$ cat src/rtl/bus_encoder_pkg.sv
// Shared constants and types for the bus-select priority encoder.
package bus_encoder_pkg;

  localparam int unsigned N_SRC  = 24;
  localparam int unsigned CODE_W = 5;
  localparam int unsigned CNT_W  = 8;

  localparam logic [CODE_W-1:0] NONE_CODE = 5'd31;

  localparam int unsigned R0_SRC    = 0;
  localparam int unsigned R15_SRC   = 15;
  localparam int unsigned HI_SRC    = 16;
  localparam int unsigned LO_SRC    = 17;
  localparam int unsigned ZHIGH_SRC = 18;
  localparam int unsigned ZLOW_SRC  = 19;
  localparam int unsigned PC_SRC    = 20;
  localparam int unsigned MDR_SRC   = 21;
  localparam int unsigned INPORT_SRC = 22;
  localparam int unsigned C_SRC     = 23;

  typedef enum logic {
    EMPTY = 1'b0,
    FULL  = 1'b1
  } enc_state_e;

endpackage

$ cat src/rtl/bus_encoder_if.sv
// Source-enable input handshake, select-code output handshake and error status.
interface bus_encoder_if
  import bus_encoder_pkg::*;
#(
  parameter int unsigned N_SRC  = bus_encoder_pkg::N_SRC,
  parameter int unsigned CODE_W = bus_encoder_pkg::CODE_W,
  parameter int unsigned CNT_W  = bus_encoder_pkg::CNT_W
);
  logic [N_SRC-1:0]  src_out;
  logic              in_valid;
  logic              in_ready;
  logic [CODE_W-1:0] sel_code;
  logic              sel_valid;
  logic              sel_ready;
  logic              sel_none;
  logic              sel_conflict;
  logic              err_sticky;
  logic              err_clr;
  logic [CNT_W-1:0]  conflict_cnt;

  modport master (
    output src_out, in_valid, sel_ready, err_clr,
    input  in_ready, sel_code, sel_valid, sel_none, sel_conflict,
           err_sticky, conflict_cnt
  );

  modport slave (
    input  src_out, in_valid, sel_ready, err_clr,
    output in_ready, sel_code, sel_valid, sel_none, sel_conflict,
           err_sticky, conflict_cnt
  );
endinterface

$ cat src/rtl/bus_encoder_prio_enc.sv
// Combinational lowest-index-wins encoder with none/conflict detection.
module bus_prio_enc
  import bus_encoder_pkg::*;
#(
  parameter int unsigned N_SRC  = bus_encoder_pkg::N_SRC,
  parameter int unsigned CODE_W = bus_encoder_pkg::CODE_W
) (
  input  logic [N_SRC-1:0]  src_i,
  output logic [CODE_W-1:0] code_o,
  output logic              none_o,
  output logic              conflict_o
);
  logic seen;

  // Scanning upward and latching only the first hit gives lowest-index priority.
  always_comb begin
    code_o     = '1;
    conflict_o = 1'b0;
    seen       = 1'b0;
    for (int unsigned i = 0; i < N_SRC; i++) begin
      if (src_i[i]) begin
        if (seen) begin
          conflict_o = 1'b1;
        end else begin
          code_o = CODE_W'(i);
          seen   = 1'b1;
        end
      end
    end
    none_o = ~seen;
  end
endmodule

$ cat src/rtl/bus_encoder.sv
// One-entry registered stage holding the bus-select code, plus conflict tracking.
module bus_encoder
  import bus_encoder_pkg::*;
#(
  parameter int unsigned N_SRC  = bus_encoder_pkg::N_SRC,
  parameter int unsigned CODE_W = bus_encoder_pkg::CODE_W,
  parameter int unsigned CNT_W  = bus_encoder_pkg::CNT_W
) (
  input logic         clock,
  input logic         clear,
  bus_encoder_if.slave bus
);
  enc_state_e        state_q, state_d;
  logic [CODE_W-1:0] code_q, code_d;
  logic              none_q, none_d;
  logic              conf_q, conf_d;
  logic              err_q, err_d;
  logic [CNT_W-1:0]  cnt_q, cnt_d;

  logic [CODE_W-1:0] enc_code;
  logic              enc_none;
  logic              enc_conf;
  logic              accept;

  bus_prio_enc #(
    .N_SRC  (N_SRC),
    .CODE_W (CODE_W)
  ) u_prio (
    .src_i      (bus.src_out),
    .code_o     (enc_code),
    .none_o     (enc_none),
    .conflict_o (enc_conf)
  );

  assign bus.in_ready     = (state_q == EMPTY) || bus.sel_ready;
  assign accept           = bus.in_valid && bus.in_ready;
  assign bus.sel_valid    = (state_q == FULL);
  assign bus.sel_code     = code_q;
  assign bus.sel_none     = none_q;
  assign bus.sel_conflict = conf_q;
  assign bus.err_sticky   = err_q;
  assign bus.conflict_cnt = cnt_q;

  always_ff @(posedge clock or posedge clear) begin
    if (clear) begin
      state_q <= EMPTY;
      code_q  <= '1;
      none_q  <= 1'b0;
      conf_q  <= 1'b0;
      err_q   <= 1'b0;
      cnt_q   <= '0;
    end else begin
      state_q <= state_d;
      code_q  <= code_d;
      none_q  <= none_d;
      conf_q  <= conf_d;
      err_q   <= err_d;
      cnt_q   <= cnt_d;
    end
  end

  always_comb begin
    state_d = state_q;
    code_d  = code_q;
    none_d  = none_q;
    conf_d  = conf_q;
    err_d   = err_q;
    cnt_d   = cnt_q;

    if (accept) begin
      state_d = FULL;
      code_d  = enc_code;
      none_d  = enc_none;
      conf_d  = enc_conf;
    end else if (state_q == FULL && bus.sel_ready) begin
      // Draining restores the idle values so EMPTY always reads as "drive zero".
      state_d = EMPTY;
      code_d  = '1;
      none_d  = 1'b0;
      conf_d  = 1'b0;
    end

    if (bus.err_clr) begin
      err_d = 1'b0;
      cnt_d = '0;
    end else if (accept && enc_conf) begin
      err_d = 1'b1;
      if (cnt_q != '1) cnt_d = cnt_q + CNT_W'(1);
    end
  end
endmodule

$ cat src/flat_wrapper.sv
// flat-port wrapper written by rule: the top's interface ports become plain ports
module bus_encoder_flat import bus_encoder_pkg::*;
#(
  parameter int unsigned N_SRC  = bus_encoder_pkg::N_SRC,
  parameter int unsigned CODE_W = bus_encoder_pkg::CODE_W,
  parameter int unsigned CNT_W  = bus_encoder_pkg::CNT_W
)
  (clock, clear, bus_src_out, bus_in_valid, bus_sel_ready, bus_err_clr, bus_in_ready, bus_sel_code, bus_sel_valid, bus_sel_none, bus_sel_conflict, bus_err_sticky, bus_conflict_cnt);
  bus_encoder_if #(.N_SRC(N_SRC), .CODE_W(CODE_W), .CNT_W(CNT_W)) bus_i ();
  input logic clock;
  input logic clear;
  input wire logic [$bits(bus_i.src_out)-1:0] bus_src_out;
  input wire logic [$bits(bus_i.in_valid)-1:0] bus_in_valid;
  input wire logic [$bits(bus_i.sel_ready)-1:0] bus_sel_ready;
  input wire logic [$bits(bus_i.err_clr)-1:0] bus_err_clr;
  output wire logic [$bits(bus_i.in_ready)-1:0] bus_in_ready;
  output wire logic [$bits(bus_i.sel_code)-1:0] bus_sel_code;
  output wire logic [$bits(bus_i.sel_valid)-1:0] bus_sel_valid;
  output wire logic [$bits(bus_i.sel_none)-1:0] bus_sel_none;
  output wire logic [$bits(bus_i.sel_conflict)-1:0] bus_sel_conflict;
  output wire logic [$bits(bus_i.err_sticky)-1:0] bus_err_sticky;
  output wire logic [$bits(bus_i.conflict_cnt)-1:0] bus_conflict_cnt;
  assign bus_i.src_out = bus_src_out;
  assign bus_i.in_valid = bus_in_valid;
  assign bus_i.sel_ready = bus_sel_ready;
  assign bus_i.err_clr = bus_err_clr;
  assign bus_in_ready = bus_i.in_ready;
  assign bus_sel_code = bus_i.sel_code;
  assign bus_sel_valid = bus_i.sel_valid;
  assign bus_sel_none = bus_i.sel_none;
  assign bus_sel_conflict = bus_i.sel_conflict;
  assign bus_err_sticky = bus_i.err_sticky;
  assign bus_conflict_cnt = bus_i.conflict_cnt;
  bus_encoder #(.N_SRC(N_SRC), .CODE_W(CODE_W), .CNT_W(CNT_W)) u_core (.clock(clock), .clear(clear), .bus(bus_i));
endmodule
$ cat config.mk
export PLATFORM = sky130hd
export DESIGN_NAME = bus_encoder_flat
export DESIGN_NICKNAME = d
export VERILOG_FILES = /design/src/rtl/bus_encoder_pkg.sv /design/src/rtl/bus_encoder_if.sv /design/src/rtl/bus_encoder_prio_enc.sv /design/src/rtl/bus_encoder.sv /design/src/flat_wrapper.sv
export SDC_FILE = /design/constraint.sdc
export NUM_CORES = 1
export LEC_CHECK = 0
export CAP_MARGIN = 30
export CORE_ASPECT_RATIO = 1.75
export CORE_UTILIZATION = 25
export DETAILED_ROUTE_END_ITERATION = 8
export GPL_TIMING_DRIVEN = 0
export PLACE_DENSITY = 0.45
export SYNTH_ARGS = -nofsm -noshare
export SYNTH_HDL_FRONTEND = slang
export SYNTH_SLANG_ARGS = --single-unit
export TNS_END_PERCENT = 30
$ cat constraint.sdc
create_clock -name clock -period 6 [get_ports clock]
set_clock_uncertainty 0.2 [all_clocks]
set_input_delay 1.2 -clock clock [delete_from_list [all_inputs] [get_ports clock]]
set_output_delay 1.2 -clock clock [all_outputs]
set_load 0.02 [all_outputs]
Word level (Yosys, flattened, before mapping)
Index checks and enable logic that the tools add are counted.

storage, ports and cells
  bits in read-only memories = 0
  latch bits = 0
  memories = 0
  output and inout port bits = 18
  bits in registers = 17
  logic and storage cells = 146
  memory bits (writable) = 0

cells by class
  multiplexer cells = 128
  add/sub/neg operators = 1
  div/mod/pow operators = 0
  order comparisons = 0
  reduce and logical (&&, ||, !) cells = 8
  shift operators = 0
  bitwise gates (word level) = 2
  equal/unequal tests = 1
  multipliers = 0

operator list
  kind                                          count
  two-way mux 5 bit                             49
  two-way mux 1 bit                             76
  two-way mux 8 bit                             3
  adder 8 x 1 -> 8 bit, second input constant   1
  inequality test 8 bit, second input constant  1
  nonzero test 2 bit                            3
  logical AND 1 bit                             3
  inverter 1 bit                                2
  AND reduction 2 bit                           1
  logical OR 1 bit                              1

Logic depth before layout (Yosys ltp)
Gate-level depths: netlist (run 1).

  depth in word-level cells = 50
  depth in mapped cells = 9
  depth with buffers taken out = 7

Modules after synthesis
From an unflattened synthesis (run 1), not the netlist that was laid out.

second synthesis, totals
  cells, all modules = 160
  area total of the unflattened synthesis = 1362.6 um2

by module, submodules not included
  module        area each (um2)  sequential area each (um2)  cells each  times used
  bus_encoder   858.3            431.7                       80          1
  bus_prio_enc  504.2            0.0                         80          1

Worst setup path before layout (run 1)
OpenSTA, ideal clock, no wires.

  path type = in2reg
  start point = in bus_src_out[7]
  end point = reg u_core.cnt_q[0] (netlist: u_core.bus.conflict_cnt[0])
  buffers on the path = 2
  required time = 5675 ps
  stages on the path = 9
  data arrival time = 2921 ps
  slack = 2754 ps
  library setup time = 125 ps
  path through = nor4_2 > and3_1 > buf_6 > a41oi_2 > nor4b_2 > and2_1 > buf_6 > nor3_2 > mux2_4

on the way
  word-level cells in the longest chain between the ends = 36
  elaborated cells on any way between the ends = 52
  classes of those cells = mux (49); reduce/logical (3)

RTL lines
  element                                   line                        RTL
  start, declared                           flat_wrapper.sv:12          input wire logic [$bits(bus_i.src_out)-1:0] bus_src_out;
  two-way mux 1 bit                         bus_encoder_prio_enc.sv:21  if (src_i[i]) begin
  two-way mux 1 bit                         bus_encoder_prio_enc.sv:22  if (seen) begin
  two-way mux 1 bit                         bus_encoder_prio_enc.sv:21
  two-way mux 1 bit                         bus_encoder_prio_enc.sv:22
  two-way mux 1 bit                         bus_encoder_prio_enc.sv:21
  two-way mux 1 bit                         bus_encoder_prio_enc.sv:22
  two-way mux 1 bit                         bus_encoder_prio_enc.sv:21
  two-way mux 1 bit                         bus_encoder_prio_enc.sv:22
  [... 20 more ...]                         n/a
  two-way mux 1 bit                         bus_encoder_prio_enc.sv:21
  two-way mux 1 bit                         bus_encoder_prio_enc.sv:22
  two-way mux 1 bit                         bus_encoder_prio_enc.sv:21
  two-way mux 1 bit                         bus_encoder_prio_enc.sv:22
  two-way mux 1 bit (*)                     bus_encoder_prio_enc.sv:21
  logical AND 1 bit (*)                     bus_encoder.sv:86           end else if (accept && enc_conf) begin
  nonzero test 2 bit (no source line) (*)   n/a
  AND reduction 2 bit (no source line) (*)  n/a
  end signal, assigned                      bus_encoder.sv:58           cnt_q <= cnt_d;
  end, declared                             bus_encoder.sv:18           logic [CNT_W-1:0] cnt_q, cnt_d;

Mark *: on every way between the ends. The rest lies on a longest branch, timed or not.
A chain may end at the register's enable or synchronous reset.

Final worst setup path (run 1)
  start point = in bus_sel_ready
  end point = out bus_in_ready

on the way
  word-level cells in the longest chain between the ends = 1

RTL lines
  element           line                RTL
  start, declared   flat_wrapper.sv:14  input wire logic [$bits(bus_i.sel_ready)-1:0] bus_sel_ready;
  logical OR 1 bit  bus_encoder.sv:35   assign bus.in_ready = (state_q == EMPTY) || bus.sel_ready;
  end, declared     flat_wrapper.sv:16  output wire logic [$bits(bus_i.in_ready)-1:0] bus_in_ready;

Every way passes these cells.

==> impl_metrics.ini, run 1 <==
[sta]
slew_viol_final = 0
finalCriticalPeriod_ns = 3.870
worst_pin_slew_ns = 0.6920
setup_ws_ns = 2.130
max-slew-margin-rel_pct = 53.82
hold_viol = 0
timing.setup.tns_ns = 0
finalCritPeriodShare_pct = 64.51
fmax_mhz = 258.4
rsz0062_at_grt = no
whs_ns = 0.3111
setup_viol = 0

[yosys]
synth_edf_count = 0
syn_area_um2 = 1458
synth_cells = 173
ys_seq_area_share_pct = 29.61
synth_fp_nets = 203
ys_types = 46
synth_warnings = 0
synthFlopType = dfrtp_1
avgSynthCellArea_um2 = 8.426
synth-seq-cells = 17
synthArstFlopShare_pct = 100.0

[route]
wl_um = 4248
wire_per_inst_um = 14.26
dr.pass1.iters = 4
route.met3.wl_um = 109
ant_nets = 0
routed-wl-met2_um = 2480
via_count = 1472
wl_met1_um = 1571
drtIter0Drc = 56
vias_per_cell = 4.940
maxUsedRoutingLayer = met4
drcViolationCount = 0

[global_routing]
grt.total_usage_pct = 14.97
antenna_found_initial = 0
grt_pass1_vias = 1498
grt_max_degree = 18
grt_pass1_wl_um = 6927
grt_overflow = 0

[clock_network]
hold_buffers = 0
post-cts-setup-buffer-count = 0
cts_max_path_buffers = 2
cts.clk_slew.worst_paths_ns = 0.07
cts-root-buf = clkbuf_8
cts-htree-levels = 1
cts_tree = done
cts_resized = 0
cts_buffers = 3
cts_num_sinks = 17
clkLatencyLatePin_ns = 0.25

[power]
leakagePower_nw = 0.7641
totalPowerFinal_uw = 309.7
vdd_drop_max_mv = 0.07684
p_per_area_nw_per_um2 = 151.1

[worst_setup_path]
timing.rr.end = u_core.bus.conflict_cnt[5]
path_class = in2out
cp_max_fo = 4
r2r_slack_ns = 3.71
arrival_ns = 2.47
cp-start-kind = input pin
cp_data_required_time_ns = 4.60
startpoint = bus_sel_ready
cp-end-kind = output pin
r2r-start = u_core.bus.conflict_cnt[3]
worstSetupEndpoint = bus_in_ready
r2r_cells = 8

[floorplan]
start_util_pct = 26.10
core_area_um2 = 5585
die_h_um = 103.0
chipWidth_um = 59.72
top_level_ports = 47
rows = 36
fp.dieArea_um2 = 6152

[outcome]
status = finished clean

[placement]
hpwl_um = 3515
portBuffers = 45
pre_cts_ws_ns = 1.952
gp_congestion = 0.7785

[job]
cap_violations = 0

[final_layout]
fillCellCount = 624
ff_latch_area_um2 = 431.7
multi_input_comb_area_um2 = 954.7
nets = 253
antennaDiodeCount = 0
drive_gt1_share_pct = 14.41
areaGrowthSynthToFinish_pct = 40.60

[hold_path]
worstHoldPathType = reg2reg
## synth_stat cells, drive strengths merged (2+ instances only)
| master | count | share of area (%) |
|---|---|---|
| clkbuf | 3 | 0.77 |
| o21bai | 2 | 1.0 |
| o22a | 3 | 1.8 |
| nor2b | 7 | 3.0 |
| mux2 | 7 | 7.0 |
| nor2 | 22 | 5.7 |
| a211oi | 5 | 2.9 |
| buf | 2 | 1.5 |
| o21ai | 6 | 2.1 |
| nand2b | 6 | 2.6 |
| nor3 | 14 | 6.5 |
| nand4 | 2 | 0.86 |
| inv | 10 | 2.6 |
| nand2 | 11 | 2.8 |
| and3 | 3 | 1.3 |
| dfstp | 5 | 9.0 |
| a31oi | 5 | 2.1 |
| a21oi | 12 | 4.1 |
| nor4 | 5 | 4.3 |
| and2 | 4 | 1.7 |
| or3 | 2 | 0.86 |
| nand3 | 3 | 1.0 |
| o22ai | 4 | 1.7 |
| dfrtp | 12 | 21 |
## worst max-delay path, cell delays in order
cell             delay, ns
clkdlybuf4s50_1       0.47
nand2b_1              0.18
clkdlybuf4s50_1       0.63
## where the power goes
part | switching (mW) | leakage (nW) | internal, mW
sequential | 0.00465 | 0.213 | 0.125
clock | 0.0402 | 0.0255 | 0.0461
combinational | 0.0491 | 0.526 | 0.0448
total | 0.0939 | 0.764 | 0.216
## routing by layer
| metal | vias up | GRT usage [%] |
|---|---|---|
| met2 | 39 | 29.83 |
| met5 | - | 0 |
| li1 | 743 | - |
| met4 | 0 | 6.977 |
| met1 | 684 | 14.95 |
| met3 | 6 | 0.8783 |
## cell usage in the layout (no fill, tap or decap), types with 4 or more instances in the layout
cell	n
a31oi_1	5
nor3_1	9
o21ai_0	6
o22ai_1	4
dfstp_2	5
clkdlybuf4s50_1	45
nor4_2	5
dfrtp_1	12
inv_1	10
a211oi_1	4
mux2_4	6
nor3_2	5
nor2_1	22
nand2b_1	6
nand2_1	11
nor2b_1	7
a21oi_1	12
## flip-flops by register name, indices dropped and copies added (netlist names)
signal and flops:
u_core.bus.sel_code 5, u_core.bus.sel_conflict 1, u_core.bus.err_sticky 1, u_core.bus.sel_valid 1, u_core.bus.sel_none 1, u_core.bus.conflict_cnt 8
## area by class of cell
cell class | count | area share, %
Inverter | 10 | 1.831
Buffer | 5 | 1.648
Tap cell | 76 | 4.640
Timing Repair Buffer | 45 | 21.98
Multi-Input combinational cell | 141 | 46.58
Sequential cell | 17 | 21.06
Clock inverter | 1 | 0.2442
Clock buffer | 3 | 2.015
## cells by family (layout without fill, tap and decap cells)
family,after synthesis,in the layout,share of synthesized area [%]
AND/OR/NAND/NOR,83,83,33.56
AO/OA/AOI/OAI,47,47,22.15
flip-flops,17,17,29.61
buffers and inverters,15,64,4.893
multiplexers,8,8,7.640
adder cells (fa/ha/maj),2,2,1.545
XOR/XNOR,1,1,0.6010
## worst min path at each step
stage               cells after the start                     end                    from  slack [ns]
floorplan                               2  u_core.bus.sel_code[2]  u_core.bus.sel_code[2]        0.33
global placement                        2   u_core.bus.err_sticky   u_core.bus.err_sticky        0.30
detailed placement                      2   u_core.bus.err_sticky   u_core.bus.err_sticky        0.30
CTS                                     2   u_core.bus.err_sticky   u_core.bus.err_sticky        0.32
global route                            2   u_core.bus.err_sticky   u_core.bus.err_sticky        0.35
finish                                  2   u_core.bus.err_sticky   u_core.bus.err_sticky        0.31
## metrics by stage
stage / cells / utilization, % / area [um^2]
2_1_floorplan: 173 / - / 1458
3_3_place_gp: 294 / 35.86 / 2003
3_5_place_dp: 294 / 35.86 / 2003
4_1_cts: 298 / 36.69 / 2049
5_1_grt: 298 / 36.69 / 2049
6_report: 298 / 36.69 / 2049
(Power assumes the default switching activity.)
==> run 2: changes to the inputs <==
PLACE_DENSITY = 0.46   (was 0.45)
clock period = 3.1 ns   (was 6 ns; I/O delays follow)
==> impl_metrics.ini, run 2 (synthesis gave the netlist of run 1 again) <==
[final_layout]
areaGrowthSynthToFinish_pct = 45.49
largest_register_ffs = 8
final_cell_mix = clkdlybuf4s50_1, nor2_1, a21oi_1, dfrtp_1, nand2_1
drive_gt1_share_pct = 16.52
final_area_um2 = 2121
nets = 255
layout.cells.most_common = clkdlybuf4s50_1
final_util_pct = 37.97
antennaDiodeCount = 0

[power]
intPower_uw = 418.1
netSwitchingPower_uw = 194.4
swShare_pct = 31.73
clkPwrFrac_pct = 28.9
totalPowerFinal_uw = 612.5
power_frac_seq_pct = 41.0
combPwrFrac_pct = 30.2
p_per_area_nw_per_um2 = 288.8
vdd_drop_max_mv = 0.1482
leakagePower_nw = 0.8477

[worst_setup_path]
cp-start-kind = input pin
critPathTopFamily = simple AND/OR/NAND/NOR gates
crit_slowest_cell = clkdlybuf4s50_1
arrival_ns = 2.91
cp-end-kind = flop
crit_buf_inv = 2
path_cells = clkdlybuf4s50_1 -> nor3_2 -> o21ai_0 -> a211oi_2 -> nor4b_2 -> and2_1 -> buf_6 -> nor3_2 -> mux2_4
path_class = in2reg
cp_max_fo = 7
max_stage_delay_ns = 0.55
crit_top_cell = nor3_2
cp_data_required_time_ns = 3.05
r2r_cells = 8
crit_cells = 9

[clock_network]
clkLatencyLatePin_ns = 0.26
cts-root-buf = clkbuf_8
cts-htree-levels = 1
hold_buffers = 0
cts_buffers = 3
cts.clk_slew.worst_paths_ns = 0.07
cts_max_path_buffers = 2
cts_num_sinks = 17
cts_tree = done

[sta]
setup_ws_ns = 0.1404
worst_pin_slew_ns = 0.6862
setup_viol = 0
fmax_mhz = 337.9
max-slew-margin-rel_pct = 54.20
hold_viol = 0
finalCriticalPeriod_ns = 2.960
slew_viol_final = 0
timing.setup.tns_ns = 0
finalCritPeriodShare_pct = 95.47

[floorplan]
top_level_ports = 47
die_h_um = 103.0
rows = 36
fp.dieArea_um2 = 6152
core_area_um2 = 5585
chipWidth_um = 59.72
start_util_pct = 26.10

[route]
wl_um = 4385
drcViolationCount = 0
dr.pass1.iters = 4
ant_nets = 0
wire_per_inst_um = 14.62
drtIter0Drc = 45
vias_per_cell = 5.053
via_count = 1516

[placement]
gp_congestion = 0.7922
portBuffers = 45
hpwl_um = 3487
dpl_cell_area_um2 = 2003
pre_cts_ws_ns = -0.4106

[global_routing]
grt_pass1_wl_um = 7196
grt_pass1_vias = 1508
antenna_found_initial = 0
grt_overflow = 0
grt.total_usage_pct = 15.46
grt_max_degree = 18

[outcome]
status = finished clean

[hold_path]
worstHoldPathType = reg2reg
hold_depth = 2

[job]
cap_violations = 0
==> run 2: cell count changes in the layout (fill, tap and decap cells not counted), sizes merged <==
cell,previous run,this run
clkdlybuf4s50,45,34
dlymetal6s2s,0,7
clkinv,1,0
buf,2,4
dlygate4sd2,0,4
clkinvlp,0,1
==> run 2: worst register-to-register path, cell delays in order (launching register included) <==
cell and delay (ns):
dfrtp_1 0.44, and3_1 0.22, and2_1 0.17, and4_1 0.19, clkbuf_1 0.18, nor2_1 0.19, nand3_1 0.11, nor3_2 0.15
mux2_4 0.31
==> run 2: what timing repair did <==
item / CTS / global route
pin swaps: 2 / 4
endpoints found under the setup margin: 6 / 8
resized for setup: 9 / 8
cloned: 0 / 0
setup buffers: 0 / 2
==> run 2: cell type report <==
| class | count | area [um^2] |
|---|---|---|
| Fill cell | 622 | 3465 |
| Timing Repair Buffer | 47 | 478.0 |
| Multi-Input combinational cell | 141 | 996.0 |
| Clock inverter | 1 | 7.507 |
| Sequential cell | 17 | 431.7 |
| Buffer | 5 | 33.78 |
| Inverter | 10 | 37.54 |
| Clock buffer | 3 | 41.29 |
| Tap cell | 76 | 95.09 |
==> run 2: stage by stage <==
stage               instances  hold WS (ns)
floorplan                 173        0.3318
global placement          294        0.2997
detailed placement        294        0.3058
CTS                       298        0.3166
global route              300        0.3695
finish                    300        0.3136
==> run 2: worst paths after layout <==
| path | from | end | slack, ns |
|---|---|---|---|
| hold reg to reg | u_core.bus.err_sticky | u_core.bus.err_sticky | 0.31 |
| setup reg to reg | u_core.bus.conflict_cnt[3] | u_core.bus.conflict_cnt[5] | 0.82 |
| hold / removal | u_core.bus.err_sticky | u_core.bus.err_sticky | 0.31 |
| setup / recovery | bus_src_out[13] | u_core.bus.conflict_cnt[0] | 0.14 |
| min in group asynchronous | clear | u_core.bus.sel_valid | 0.56 |
| max in group asynchronous | clear | u_core.bus.conflict_cnt[6] | 1.70 |
==> run 2: power groups by stage <==
stage          Combinational, mW  Clock (mW)  Sequential, mW
3_5_place_dp               0.183           0           0.256
2_1_floorplan             0.0640           0           0.272
6_report                   0.185       0.177           0.251
3_3_place_gp               0.183           0           0.256
4_1_cts                    0.186       0.185           0.251
5_1_grt                    0.203       0.191           0.254
==> run 2: layer usage <==
layer	share of wire [%]	GRT usage (%)	routed length [um]
met1	37	16.07	1638
met2	58	30.17	2527
met3	2.8	1.129	121
met4	2.2	6.798	97
met5	0	0	0
==> run 3: changes to the inputs <==
GPL_ROUTABILITY_DRIVEN = 0   (was not set)
HOLD_SLACK_MARGIN = 0.02   (was not set)
==> results of run 3 <==
Final layout, timing and power as in run 2 (identical DEF).
